`config.mk`:
```
export PLATFORM = sky130hd
export DESIGN_NAME = mtt_tick_gen_flat
export DESIGN_NICKNAME = d
export VERILOG_FILES = /design/src/rtl/mtt_pkg.sv /design/src/rtl/mtt_tick_gen_if.sv /design/src/rtl/mtt_tick_chan.sv /design/src/rtl/mtt_tick_gen.sv /design/src/flat_wrapper.sv
export SDC_FILE = /design/constraint.sdc
export NUM_CORES = 1
export LEC_CHECK = 0
export CAP_MARGIN = 20
export CORE_MARGIN = 10
export CORE_UTILIZATION = 57
export CTS_BUF_LIST = sky130_fd_sc_hd__clkbuf_4 sky130_fd_sc_hd__clkbuf_8 sky130_fd_sc_hd__clkbuf_16
export CTS_CLUSTER_SIZE = 12
export DETAILED_ROUTE_END_ITERATION = 12
export DONT_BUFFER_PORTS = 1
export GPL_TIMING_DRIVEN = 1
export PLACE_DENSITY_LB_ADDON = 0.1
export SYNTH_ARGS = -nofsm -noshare
export SYNTH_HDL_FRONTEND = slang
export SYNTH_SLANG_ARGS = --single-unit
```
`constraint.sdc`:
```
create_clock -name clk_i -period 1.95 [get_ports clk_i]
set_input_delay 0.39 -clock clk_i [delete_from_list [all_inputs] [get_ports clk_i]]
set_output_delay 0.39 -clock clk_i [all_outputs]
set_load 0.1 [all_outputs]
```
`src/rtl/mtt_pkg.sv`:
```
// Shared types for the MTT tick generator: channel modes, config record and
// the channel-index width helper used by the interface and the top level.
package mtt_pkg;

  typedef enum logic {
    MTT_TICK_TOGGLE = 1'b0,
    MTT_TICK_PULSE  = 1'b1
  } mtt_tick_mode_e;

  localparam int MTT_TICK_CNT_W = 16;

  typedef struct packed {
    logic [MTT_TICK_CNT_W-1:0] period;
    mtt_tick_mode_e            mode;
    logic                      en;
  } mtt_tick_cfg_t;

  // A single-channel build still needs a 1-bit channel select.
  function automatic int unsigned mtt_ch_w(int unsigned n);
    return (n > 1) ? $clog2(n) : 1;
  endfunction

endpackage

```
`src/rtl/mtt_tick_gen_if.sv`:
```
// Valid/ready configuration port of the MTT tick generator.
interface mtt_tick_gen_if #(
  parameter int N_CH  = 4,
  parameter int CNT_W = 16
);
  import mtt_pkg::*;

  localparam int CH_W = mtt_ch_w(N_CH);

  logic                 valid;
  logic                 ready;
  logic [CH_W-1:0]      ch;
  logic [CNT_W-1:0]     period;
  mtt_tick_mode_e       mode;
  logic                 en;
  logic                 err;

  modport master (
    output valid, ch, period, mode, en,
    input  ready, err
  );

  modport slave (
    input  valid, ch, period, mode, en,
    output ready, err
  );

endinterface

```
`src/rtl/mtt_tick_chan.sv`:
```
// One tick/toggle channel: counter, shadow/active period, mode, enable and the
// registered tick and level outputs.
module mtt_tick_chan
  import mtt_pkg::*;
#(
  parameter int             CNT_W      = 16,
  parameter logic [CNT_W-1:0] DEF_PERIOD = '0,
  parameter mtt_tick_mode_e DEF_MODE   = MTT_TICK_TOGGLE,
  parameter logic           DEF_EN     = 1'b1
) (
  input  logic             clk_i,
  input  logic             rst_ni,
  input  logic             clear_i,
  input  logic             wr_i,
  input  logic [CNT_W-1:0] period_i,
  input  mtt_tick_mode_e   mode_i,
  input  logic             en_i,
  output logic             tick_o,
  output logic             level_o
);

  logic [CNT_W-1:0] cnt_q;
  logic [CNT_W-1:0] shadow_q;
  logic [CNT_W-1:0] active_q;
  mtt_tick_mode_e   mode_q;
  logic             en_q;
  logic             tick_q;
  logic             level_q;

  logic             en_eff;
  mtt_tick_mode_e   mode_eff;
  logic             wrap;
  logic             load_en;
  logic             run;

  // Mode and enable written this cycle already steer this cycle's update.
  assign en_eff   = wr_i ? en_i : en_q;
  assign mode_eff = wr_i ? mode_i : mode_q;
  assign wrap     = (cnt_q == active_q);
  assign load_en  = wr_i && en_i && !en_q;
  assign run      = en_eff && !load_en && !clear_i;

  always_ff @(posedge clk_i or negedge rst_ni) begin
    if (!rst_ni) begin
      cnt_q    <= '0;
      shadow_q <= DEF_PERIOD;
      active_q <= DEF_PERIOD;
      mode_q   <= DEF_MODE;
      en_q     <= DEF_EN;
      tick_q   <= 1'b0;
      level_q  <= 1'b0;
    end else begin
      if (wr_i) begin
        shadow_q <= period_i;
        mode_q   <= mode_i;
        en_q     <= en_i;
      end

      // A fresh enable starts straight from the written period; otherwise the
      // shadow value (before this cycle's write) is adopted only at a wrap.
      if (load_en) begin
        active_q <= period_i;
      end else if (run && wrap) begin
        active_q <= shadow_q;
      end

      if (run && !wrap) begin
        cnt_q <= cnt_q + CNT_W'(1);
      end else begin
        cnt_q <= '0;
      end

      tick_q <= run && wrap;

      if (clear_i) begin
        level_q <= 1'b0;
      end else if (run && wrap && (mode_eff == MTT_TICK_TOGGLE)) begin
        level_q <= ~level_q;
      end
    end
  end

  assign tick_o  = tick_q;
  assign level_o = level_q;

endmodule

```
`src/rtl/mtt_tick_gen.sv`:
```
// Multi-channel tick/toggle timebase: decodes config writes to channels,
// flags out-of-range writes and fans clear out to every channel.
module mtt_tick_gen
  import mtt_pkg::*;
#(
  parameter int               N_CH       = 4,
  parameter int               CNT_W      = 16,
  parameter logic [CNT_W-1:0] DEF_PERIOD = '0,
  parameter mtt_tick_mode_e   DEF_MODE   = MTT_TICK_TOGGLE,
  parameter logic [N_CH-1:0]  DEF_EN     = {N_CH{1'b1}}
) (
  input  logic            clk_i,
  input  logic            rst_ni,
  input  logic            clear_i,
  mtt_tick_gen_if.slave   cfg,
  output logic [N_CH-1:0] tick_o,
  output logic [N_CH-1:0] level_o
);

  localparam int CH_W = mtt_ch_w(N_CH);

  logic ready_q;
  logic err_q;
  logic accept;
  logic ch_oob;

  assign accept = cfg.valid && ready_q;
  assign ch_oob = 32'(cfg.ch) >= N_CH;

  // Ready rises on the first edge after reset and then stays high.
  always_ff @(posedge clk_i or negedge rst_ni) begin
    if (!rst_ni) begin
      ready_q <= 1'b0;
      err_q   <= 1'b0;
    end else begin
      ready_q <= 1'b1;
      err_q   <= accept && ch_oob;
    end
  end

  assign cfg.ready = ready_q;
  assign cfg.err   = err_q;

  for (genvar i = 0; i < N_CH; i++) begin : g_chan
    logic wr;

    assign wr = accept && (cfg.ch == CH_W'(i));

    mtt_tick_chan #(
      .CNT_W      (CNT_W),
      .DEF_PERIOD (DEF_PERIOD),
      .DEF_MODE   (DEF_MODE),
      .DEF_EN     (DEF_EN[i])
    ) u_chan (
      .clk_i    (clk_i),
      .rst_ni   (rst_ni),
      .clear_i  (clear_i),
      .wr_i     (wr),
      .period_i (cfg.period),
      .mode_i   (cfg.mode),
      .en_i     (cfg.en),
      .tick_o   (tick_o[i]),
      .level_o  (level_o[i])
    );
  end

endmodule
```
`src/flat_wrapper.sv`:
```
// flat-port wrapper written by rule: the top's interface ports become plain ports
module mtt_tick_gen_flat import mtt_pkg::*;
#(
  parameter int               N_CH       = 4,
  parameter int               CNT_W      = 16,
  parameter logic [CNT_W-1:0] DEF_PERIOD = '0,
  parameter mtt_tick_mode_e   DEF_MODE   = MTT_TICK_TOGGLE,
  parameter logic [N_CH-1:0]  DEF_EN     = {N_CH{1'b1}}
)
  (clk_i, rst_ni, clear_i, tick_o, level_o, cfg_valid, cfg_ch, cfg_period, cfg_mode, cfg_en, cfg_ready, cfg_err);
  mtt_tick_gen_if #(.N_CH(N_CH), .CNT_W(CNT_W)) cfg_i ();
  input  logic clk_i;
  input  logic rst_ni;
  input  logic clear_i;
  output logic [N_CH-1:0] tick_o;
  output logic [N_CH-1:0] level_o;
  input wire logic [$bits(cfg_i.valid)-1:0] cfg_valid;
  input wire logic [$bits(cfg_i.ch)-1:0] cfg_ch;
  input wire logic [$bits(cfg_i.period)-1:0] cfg_period;
  input wire logic [$bits(cfg_i.mode)-1:0] cfg_mode;
  input wire logic [$bits(cfg_i.en)-1:0] cfg_en;
  output wire logic [$bits(cfg_i.ready)-1:0] cfg_ready;
  output wire logic [$bits(cfg_i.err)-1:0] cfg_err;
  assign cfg_i.valid = cfg_valid;
  assign cfg_i.ch = cfg_ch;
  assign cfg_i.period = cfg_period;
  assign cfg_i.mode = cfg_mode;
  assign cfg_i.en = cfg_en;
  assign cfg_ready = cfg_i.ready;
  assign cfg_err = cfg_i.err;
  mtt_tick_gen #(.N_CH(N_CH), .CNT_W(CNT_W), .DEF_PERIOD(DEF_PERIOD), .DEF_MODE(DEF_MODE), .DEF_EN(DEF_EN)) u_core (.clk_i(clk_i), .rst_ni(rst_ni), .clear_i(clear_i), .cfg(cfg_i), .tick_o(tick_o), .level_o(level_o));
endmodule
```
# Yosys cells after proc, flatten, opt, wreduce, memory -nomap -nowiden
# Index checks and enable logic that the tools add are counted.
[word_totals] regBits=209 input_bits=24 output_inout_bits=10 elab_cells=131
[op_classes] add_sub_neg=4 eq_ne=7 mux=28 bitwise=8 reduce_logical=55
[op_table] op="$mux 16" count=12
[op_table] op="$add 16x1->16 const B" count=4
[op_table] op="$eq 16x16->1" count=4
[op_table] op="$logic_and 1x1->1" count=33
[op_table] op="$mux 1" count=16
[op_table] op="$reduce_bool 2->1" count=8
[op_table] op="$logic_not 1->1" count=13
[op_table] op="$not 1->1" count=8
[op_table] op="$eq 2x2->1 const B" count=2
[op_table] op="$eq 2x1->1 const B" count=1
[op_table] op="$logic_not 2->1" count=1

# Depth between registers and ports, before layout
# Gate-level depths: netlist of run 1.
[depth] depth_word=11 depth_mapped=8 depth_no_buf=6

# By module
# From an unflattened synthesis of run 1, not the netlist that was laid out.
[unflattened] hier_cells=804 area_unflattened_um2=9709.3
[by_module_without_submodules] module="mtt_tick_chan" n_inst=4 cells_each=199 area_per_inst_um2=2406.1 seq_area_each_um2=1302.5
[by_module_without_submodules] module="mtt_tick_gen" n_inst=1 cells_each=8 area_per_inst_um2=85.1 seq_area_each_um2=25.0

# Least setup slack after synthesis of run 1
# OpenSTA, ideal clock, no wires.
[synth_path] path_type="register -> register" start="reg u_core.ready_q, in the netlist u_core.cfg.ready" end="reg u_core.g_chan[3].u_chan.active_q[0]" setup_time_ns=0.077 arrival_time_ns=2.405 slack_ns=-0.532 path_stages_with_launch=7 n_path_buf=2 period_less_slack_ns=2.482 cell_sequence="dfrtp_1 > nand4_2 > o211ai_1 > clkbuf_1 > clkbuf_1 > o32ai_1 > a21oi_1"
[synth_between] elab_chain_len=9 word_cells_on_any_way=11
[synth_lines] element="from (decl)" line_no="mtt_tick_gen.sv:22" text="logic ready_q;"
[synth_lines] element="from (signal assigned)" line_no="mtt_tick_gen.sv:33" text="ready_q <= 1'b0;"
[synth_lines] element="from (signal assigned)" line_no="mtt_tick_gen.sv:36" text="ready_q <= 1'b1;"
[synth_lines] element="$logic_and 1x1->1 *" line_no="mtt_tick_gen.sv:27" text="assign accept = cfg.valid && ready_q;"
[synth_lines] element="$logic_and 1x1->1 *" line_no="mtt_tick_gen.sv:47" text="assign wr = accept && (cfg.ch == CH_W'(i));"
[synth_lines] element="$logic_and 1x1->1 (2 in a row)" line_no="mtt_tick_chan.sv:40" text="assign load_en = wr_i && en_i && !en_q;"
[synth_lines] element="$logic_not 1->1" line_no="mtt_tick_chan.sv:41" text="assign run = en_eff && !load_en && !clear_i;"
[synth_lines] element="$logic_and 1x1->1 (2 in a row)" line_no="mtt_tick_chan.sv:41"
[synth_lines] element="$logic_and 1x1->1" line_no="mtt_tick_chan.sv:63" text="end else if (run && wrap) begin"
[synth_lines] element="$reduce_bool 2->1 (no source line)"
[synth_lines] element="to (signal assigned)" line_no="mtt_tick_chan.sv:62" text="active_q <= period_i;"
[synth_lines] element="to (signal assigned)" line_no="mtt_tick_chan.sv:64" text="active_q <= shadow_q;"
[synth_lines] element="to (decl)" line_no="mtt_tick_chan.sv:24" text="logic [CNT_W-1:0] active_q;"
# Every way passes the cells marked *; elsewhere a longest branch is shown, timed or not.
# A chain may end at the register's enable or synchronous reset.

# Final worst setup path of run 1
[layout_path] start="reg u_core.g_chan[1].u_chan.active_q[9]" end="reg u_core.g_chan[1].u_chan.active_q[9]"
[layout_between] elab_chain_len=3
[layout_lines] element="from (decl)" line_no="mtt_tick_chan.sv:24"
[layout_lines] element="from (signal assigned)" line_no="mtt_tick_chan.sv:62"
[layout_lines] element="from (signal assigned)" line_no="mtt_tick_chan.sv:64"
[layout_lines] element="$eq 16x16->1" line_no="mtt_tick_chan.sv:39" text="assign wrap = (cnt_q == active_q);"
[layout_lines] element="$logic_and 1x1->1" line_no="mtt_tick_chan.sv:63"
[layout_lines] element="$reduce_bool 2->1 (no source line)"
# Every way passes these cells.

==> results.toml, run 1 <==
[run_status]
status = "finished, violations left"
violations = "negative hold slack, negative setup slack"

[setup_path]
r2r_start = "u_core.g_chan[1].u_chan.active_q[9]$_DFFE_PN0P_"
r2r.worst_path.cells = 7
cp.required_ns = 2.37
r2r-end = "u_core.g_chan[1].u_chan.active_q[9]$_DFFE_PN0P_"
critPathArrivalTime_ns = 2.42
crit_type = "flop to flop"
end_kind = "flop"
crit_fanout = 8
start_kind = "flop"
r2r_slack_ns = -0.06

[synthesis]
synth-seq-cells = 209
synth_fp_nets = 914
synth-edff-count = 0
synthArstFlopShare = 1.000
synth.cell_area_um2 = 9722
syn_inst = 886
synthFlopType = "dfrtp_1"
synth.avg_cell_area_um2 = 10.97
yosys_warnings = 0
seq_area_frac_synth = 0.5385
yosysUniqueCellTypes = 38

[floorplan]
die_area_um2 = 22680
io_pins = 34
core_area_um2 = 16640
start_util = 0.5842
fp.dieH_um = 150.6
rows = 47
die_w_um = 150.6

[sta]
post-route-min-period_ns = 2.007
grt_setup_unrepaired = "yes"
finalSetupViolCount = 13
clock.fmax_mhz = 498.2
hold_violations = 209
fin_worst_skew_ns = 0.01113
whs_ns = -0.4180
setup_ws_ns = -0.05743
tightest_slew_ns = 0.6546
maxSlewViolCount = 0
relSlewSlack = 0.5631
finalCritPeriodShare = 1.029

[finish]
syn_to_final_growth_pct = 20.00
fin_cells = 1184
layout_common_cells = "dfrtp_1, nor2_1, xor2_1, buf_4, mux2_2"
drive_gt1_frac = 0.2928
mostFrequentLayoutCell = "dfrtp_1"
layout.nets = 976

[detailed_routing]
vias = 6900
drc = 0
drtIter0Drc = 429
ant_nets = 0
routed_via_density = 5.828
firstDrtPassIters = 4
wl_per_cell_um = 19.05
drt_wl_total_mm = 22.56

[pwr]
p_leak_uw = 0.004891
power_uw = 12850
ir_drop_uv = 747.4
power.density_nw_per_um2 = 1101

[placement]
dp.final_hpwl_mm = 14.70
place.port_buffers = 0
dp_cells = 1133
place.gp.congestion = 0.7981

[job]
cap_violations = 0

[clock_network]
postCtsHoldBufs = 1
cts_buffers = 23
cts_max_level = 1
clk_latency_ns = 0.50
cts_buffer_depth = 3
clk_pin_slew_worst_paths_ns = 0.06
cts.sinks = 209
clock-root-buffer = "clkbuf_16"
cts_tree = "built"

[global_routing]
grt_max_degree = 210
track_usage = 0.1945
first_global_vias = 7119
grt-ovfl-total = 0
antenna_found_initial = 0
grt_pass1_wl_mm = 35.98

[worst_hold_path]
hold_path.class = "input pin to asynchronous set/reset pin"
## metrics by stage
stage	hold WS (ns)	setup WS, ns	TNS (ns)	instance area, um^2	util
finish	-0.4180	-0.05743	-0.2339	11670	0.7010
floorplan	0.09441	-0.01779	-0.1778	9814	-
global route	-0.4293	-0.1209	-2.856	11660	0.7009
global placement	0.1025	-0.06378	-1.384	10430	0.6266
CTS	-0.4214	-0.02669	-0.1237	11300	0.6793
detailed placement	0.1046	-0.1803	-4.854	10430	0.6266
## kinds of logic (layout without fill, tap and decap cells)
logic type      after synthesis  in the layout  synth area share
fa+ha+maj                     4              4          0.005148
xor+xnor                    120            120            0.1081
simple gates                263            263            0.1274
other cells                   2              3         0.0007725
flops                       209            209            0.5385
mux                          72             72           0.08288
compound gates              139            139           0.09910
buf+inv                      77            154           0.03809
## routing by layer
layer	GRT usage	up-vias	part of all wire
li1	-	3239	-
met2	0.3119	126	0.48
met1	0.2572	3499	0.43
met4	0.05342	0	0.019
met3	0.04952	36	0.069
met5	0	-	0
## registers in the layout (all words and copies together), names as in the netlist, named ones only
name / count
u_core.g_chan.u_chan.level_o: 4
u_core.g_chan.u_chan.mode_q: 4
u_core.g_chan.u_chan.shadow_q: 64
u_core.g_chan.u_chan.cnt_q: 64
u_core.g_chan.u_chan.tick_o: 4
u_core.g_chan.u_chan.active_q: 64
u_core.cfg.ready: 1
## layout make-up
cell class	count	area, um^2
Antenna cell	1	2.502
Clock inverter	2	35.03
Inverter	14	52.55
Fill cell	1192	4976
Clock buffer	38	744.5
Multi-Input combinational cell	600	4454
Sequential cell	209	5240
Timing Repair Buffer	100	862.1
Tap cell	220	275.3
## repair_timing
item / CTS / global route
setup endpoints to repair: 67 / 75
setup buffers: 1 / 4
endpoints found under the hold margin: 211 / 209
resized for setup: 20 / 60
gates cloned: 0 / 4
pin swaps: 6 / 12
## critical path, cell delays in order, from the launching register on
cell and delay, ns:
dfrtp_1 0.40, xor2_1 0.17, nor4_2 0.32, nand4_1 0.13, buf_4 0.18, or3_4 0.40, clkbuf_16 0.18, a21oi_1 0.14
## Yosys cell counts (4+ instances only)
| library cell | number | area [um^2] |
|---|---|---|
| a21oi_1 | 66 | 330.3 |
| and3_1 | 10 | 62.56 |
| buf_2 | 20 | 100.1 |
| buf_4 | 10 | 75.07 |
| clkbuf_1 | 25 | 93.84 |
| dfrtp_1 | 205 | 5130 |
| dfstp_2 | 4 | 105.1 |
| ha_1 | 4 | 50.05 |
| inv_1 | 14 | 52.55 |
| mux2_2 | 68 | 765.7 |
| mux2i_1 | 4 | 40.04 |
| nand2_1 | 13 | 48.80 |
| nand2b_1 | 4 | 25.02 |
| nand3_1 | 29 | 145.1 |
| nand4_1 | 14 | 87.58 |
| nor2_1 | 146 | 548.0 |
| nor3_1 | 10 | 50.05 |
| nor4_1 | 17 | 106.4 |
| o32ai_1 | 64 | 560.5 |
| or3_1 | 5 | 31.28 |
| xnor2_1 | 29 | 254.0 |
| xor2_1 | 91 | 797.0 |
## worst max-delay path by stage
stage                                                         start                                          endpoint  slack, ns  cells past startpoint
finish              u_core.g_chan[1].u_chan.active_q[9]$_DFFE_PN0P_   u_core.g_chan[1].u_chan.active_q[9]$_DFFE_PN0P_      -0.06                      7
global route             u_core.g_chan[1].u_chan.cnt_q[9]$_DFF_PN0_   u_core.g_chan[1].u_chan.active_q[9]$_DFFE_PN0P_      -0.12                      7
CTS                     u_core.g_chan[1].u_chan.cnt_q[11]$_DFF_PN0_   u_core.g_chan[1].u_chan.active_q[2]$_DFFE_PN0P_      -0.03                      6
detailed placement                       u_core.cfg.ready$_DFF_PN0_   u_core.g_chan[0].u_chan.active_q[9]$_DFFE_PN0P_      -0.18                      5
global placement        u_core.g_chan[3].u_chan.cnt_q[12]$_DFF_PN0_   u_core.g_chan[3].u_chan.active_q[0]$_DFFE_PN0P_      -0.06                      5
floorplan                                u_core.cfg.ready$_DFF_PN0_  u_core.g_chan[0].u_chan.active_q[10]$_DFFE_PN0P_      -0.02                      8
## power breakdown
group | total [uW] | internal, uW | switching [uW]
sequential | 6000 | 5310 | 686
clock | 4400 | 2720 | 1680
combinational | 2450 | 1200 | 1250
(Power assumes the default switching activity.)
==> run 2, diff against run 1 <==
--- a/config.mk
+++ b/config.mk
@@ -14,6 +14,7 @@
 export DONT_BUFFER_PORTS = 1
 export GPL_TIMING_DRIVEN = 1
 export PLACE_DENSITY_LB_ADDON = 0.1
+export SKIP_CTS_REPAIR_TIMING = 1
 export SYNTH_ARGS = -nofsm -noshare
 export SYNTH_HDL_FRONTEND = slang
 export SYNTH_SLANG_ARGS = --single-unit
==> results.toml, run 2 (synthesized netlist as in run 1, its figures left out) <==
[run_status]
status = "finished, violations left"
violations = "negative hold slack, negative setup slack"

[pwr]
p_int_uw = 9231
p_leak_uw = 0.004880
power.density_nw_per_um2 = 1102
combPwrFrac = 0.192
ir_drop_uv = 748.6
clockPowerShare = 0.342
switchingPower_uw = 3643
p_sw_frac = 0.2830
seqPwrFrac = 0.466
power_uw = 12870

[global_routing]
grt_max_degree = 210
grt_pass1_wl_mm = 35.49
first_global_vias = 7057
antenna_found_initial = 0
track_usage = 0.1920
grt-ovfl-total = 0

[finish]
final_util = 0.7023
reg_top3 = "u_core.g_chan.u_chan.active_q: 64 flops, u_core.g_chan.u_chan.cnt_q: 64 flops, u_core.g_chan.u_chan.shadow_q: 64 flops"
n_antenna_cell = 0
layout_common_cells = "dfrtp_1, nor2_1, xor2_1, buf_4, mux2_2"
drive_gt1_frac = 0.3015
register_area_um2 = 5240
layout.nets = 975
mostFrequentLayoutCell = "dfrtp_1"
fillCellCount = 1193
multi_input_area_um2 = 4502
syn_to_final_growth_pct = 20.22

[setup_path]
start_kind = "flop"
max_stage_delay_ns = 0.41
end_kind = "flop"
crit_fanout = 16
cp.required_ns = 2.37
crit_type = "flop to flop"
cp_slowest_cell = "dfrtp_2"
cp_cell_sequence = "xor2_1, nor4_2, nand4_1, buf_4, or3_4, buf_12, a21oi_2"
critPathArrivalTime_ns = 2.40

[sta]
whs_ns = -0.4137
fin_worst_skew_ns = 0.008997
setup_ws_ns = -0.02926
relSlewSlack = 0.5607
finalCritPeriodShare = 1.015
grt_setup_unrepaired = "yes"
clock.fmax_mhz = 505.2
hold_violations = 209
tightest_slew_ns = 0.6582
post-route-min-period_ns = 1.979
maxSlewViolCount = 0
finalSetupViolCount = 22

[clock_network]
cts_tree = "built"
clk_pin_slew_worst_paths_ns = 0.06
clk_latency_ns = 0.50
cts_buffer_depth = 3
clock-root-buffer = "clkbuf_16"
cts_buffers = 23
cts_max_level = 1
cts.sinks = 209

[floorplan]
fp.dieH_um = 150.6
start_util = 0.5842
die_area_um2 = 22680
io_pins = 34
core_area_um2 = 16640
die_w_um = 150.6
rows = 47

[detailed_routing]
drtIter0Drc = 392
vias = 6944
firstDrtPassIters = 4
drc = 0
drt_wl_total_mm = 22.87
routed_via_density = 5.875
ant_nets = 0
wl_per_cell_um = 19.35

[worst_hold_path]
hold_path.class = "input pin to asynchronous set/reset pin"

[placement]
dp.final_hpwl_mm = 14.70
place.port_buffers = 0
place.gp.congestion = 0.7981

[job]
cap_violations = 0
==> run 2: cell types whose count changed in the layout (fill, tap and decap cells not counted), moves of 2 or more <==
| cell | delta |
|---|---|
| o32ai_2 | +3 |
| o32ai_1 | -3 |
| a21oi_2 | +6 |
| buf_6 | -3 |
| buf_8 | +2 |
| a21oi_1 | -5 |
==> run 2: final timing paths <==
check	to	cells past startpoint	slack [ns]	startpoint
worst max register to register	u_core.g_chan[1].u_chan.active_q[8]$_DFFE_PN0P_	7	-0.03	u_core.g_chan[1].u_chan.cnt_q[11]$_DFF_PN0_
min in group clk_i	u_core.g_chan[0].u_chan.shadow_q[15]$_DFFE_PN0P_	1	0.04	cfg_period[15]
worst max-delay path	u_core.g_chan[1].u_chan.active_q[8]$_DFFE_PN0P_	7	-0.03	u_core.g_chan[1].u_chan.cnt_q[11]$_DFF_PN0_
worst min-delay path	u_core.g_chan[1].u_chan.cnt_q[13]$_DFF_PN0_	0	-0.41	rst_ni
max in group asynchronous	asynchronous set/reset pin	0	1.93	rst_ni
worst min register to register	u_core.g_chan[3].u_chan.shadow_q[4]$_DFFE_PN0P_	1	0.51	u_core.g_chan[3].u_chan.shadow_q[4]$_DFFE_PN0P_
==> run 2: layout make-up <==
type                            count  share of cell area
Sequential cell                   209              0.4483
Timing Repair Buffer               99             0.07173
Multi-Input combinational cell    600              0.3852
Clock inverter                      2            0.002998
Clock buffer                       38             0.06370
Inverter                           14            0.004496
Tap cell                          220             0.02355
==> run 2: power by group through the flow <==
stage / clock network [uW] / logic [uW] / registers [uW]
final: 4410 / 2470 / 6000
after global routing: 4660 / 2740 / 6090
after CTS: 4460 / 2160 / 5970
after detailed placement: 0 / 2130 / 6030
after global placement: 0 / 2030 / 6000
after floorplan: 0 / 1740 / 5860
==> run 2: per-stage QoR <==
step                setup WS [ns]  std cells  instance area, um^2  hold WS, ns  setup TNS, ns
global placement         -0.06378       1133                10430       0.1025         -1.384
finish                   -0.02926       1182                11690      -0.4137        -0.3033
detailed placement        -0.1803       1133                10430       0.1046         -4.854
CTS                       -0.1916       1173                11210      -0.4214         -5.809
floorplan                -0.01779        886                 9814      0.09441        -0.1778
global route              -0.1181       1182                11690      -0.4283         -4.315
==> run 2: worst max-delay path, delay by kind of cell, from the launching register on <==
family	cells	cell delay [ns]
AND/OR/NAND/NOR	3	0.85
flip-flops	1	0.41
XOR/XNOR	1	0.17
AO/OA/AOI/OAI	1	0.13
buffers and inverters	2	0.34
==> run 2: per-layer routing <==
metal  global-route usage  vias to the layer above  part of all wire
met2               0.3089                      143              0.48
met1               0.2566                     3512              0.44
met5                    0                        -                 0
met4              0.05149                        0             0.021
met3              0.04382                       41             0.055
li1                     -                     3248                 -
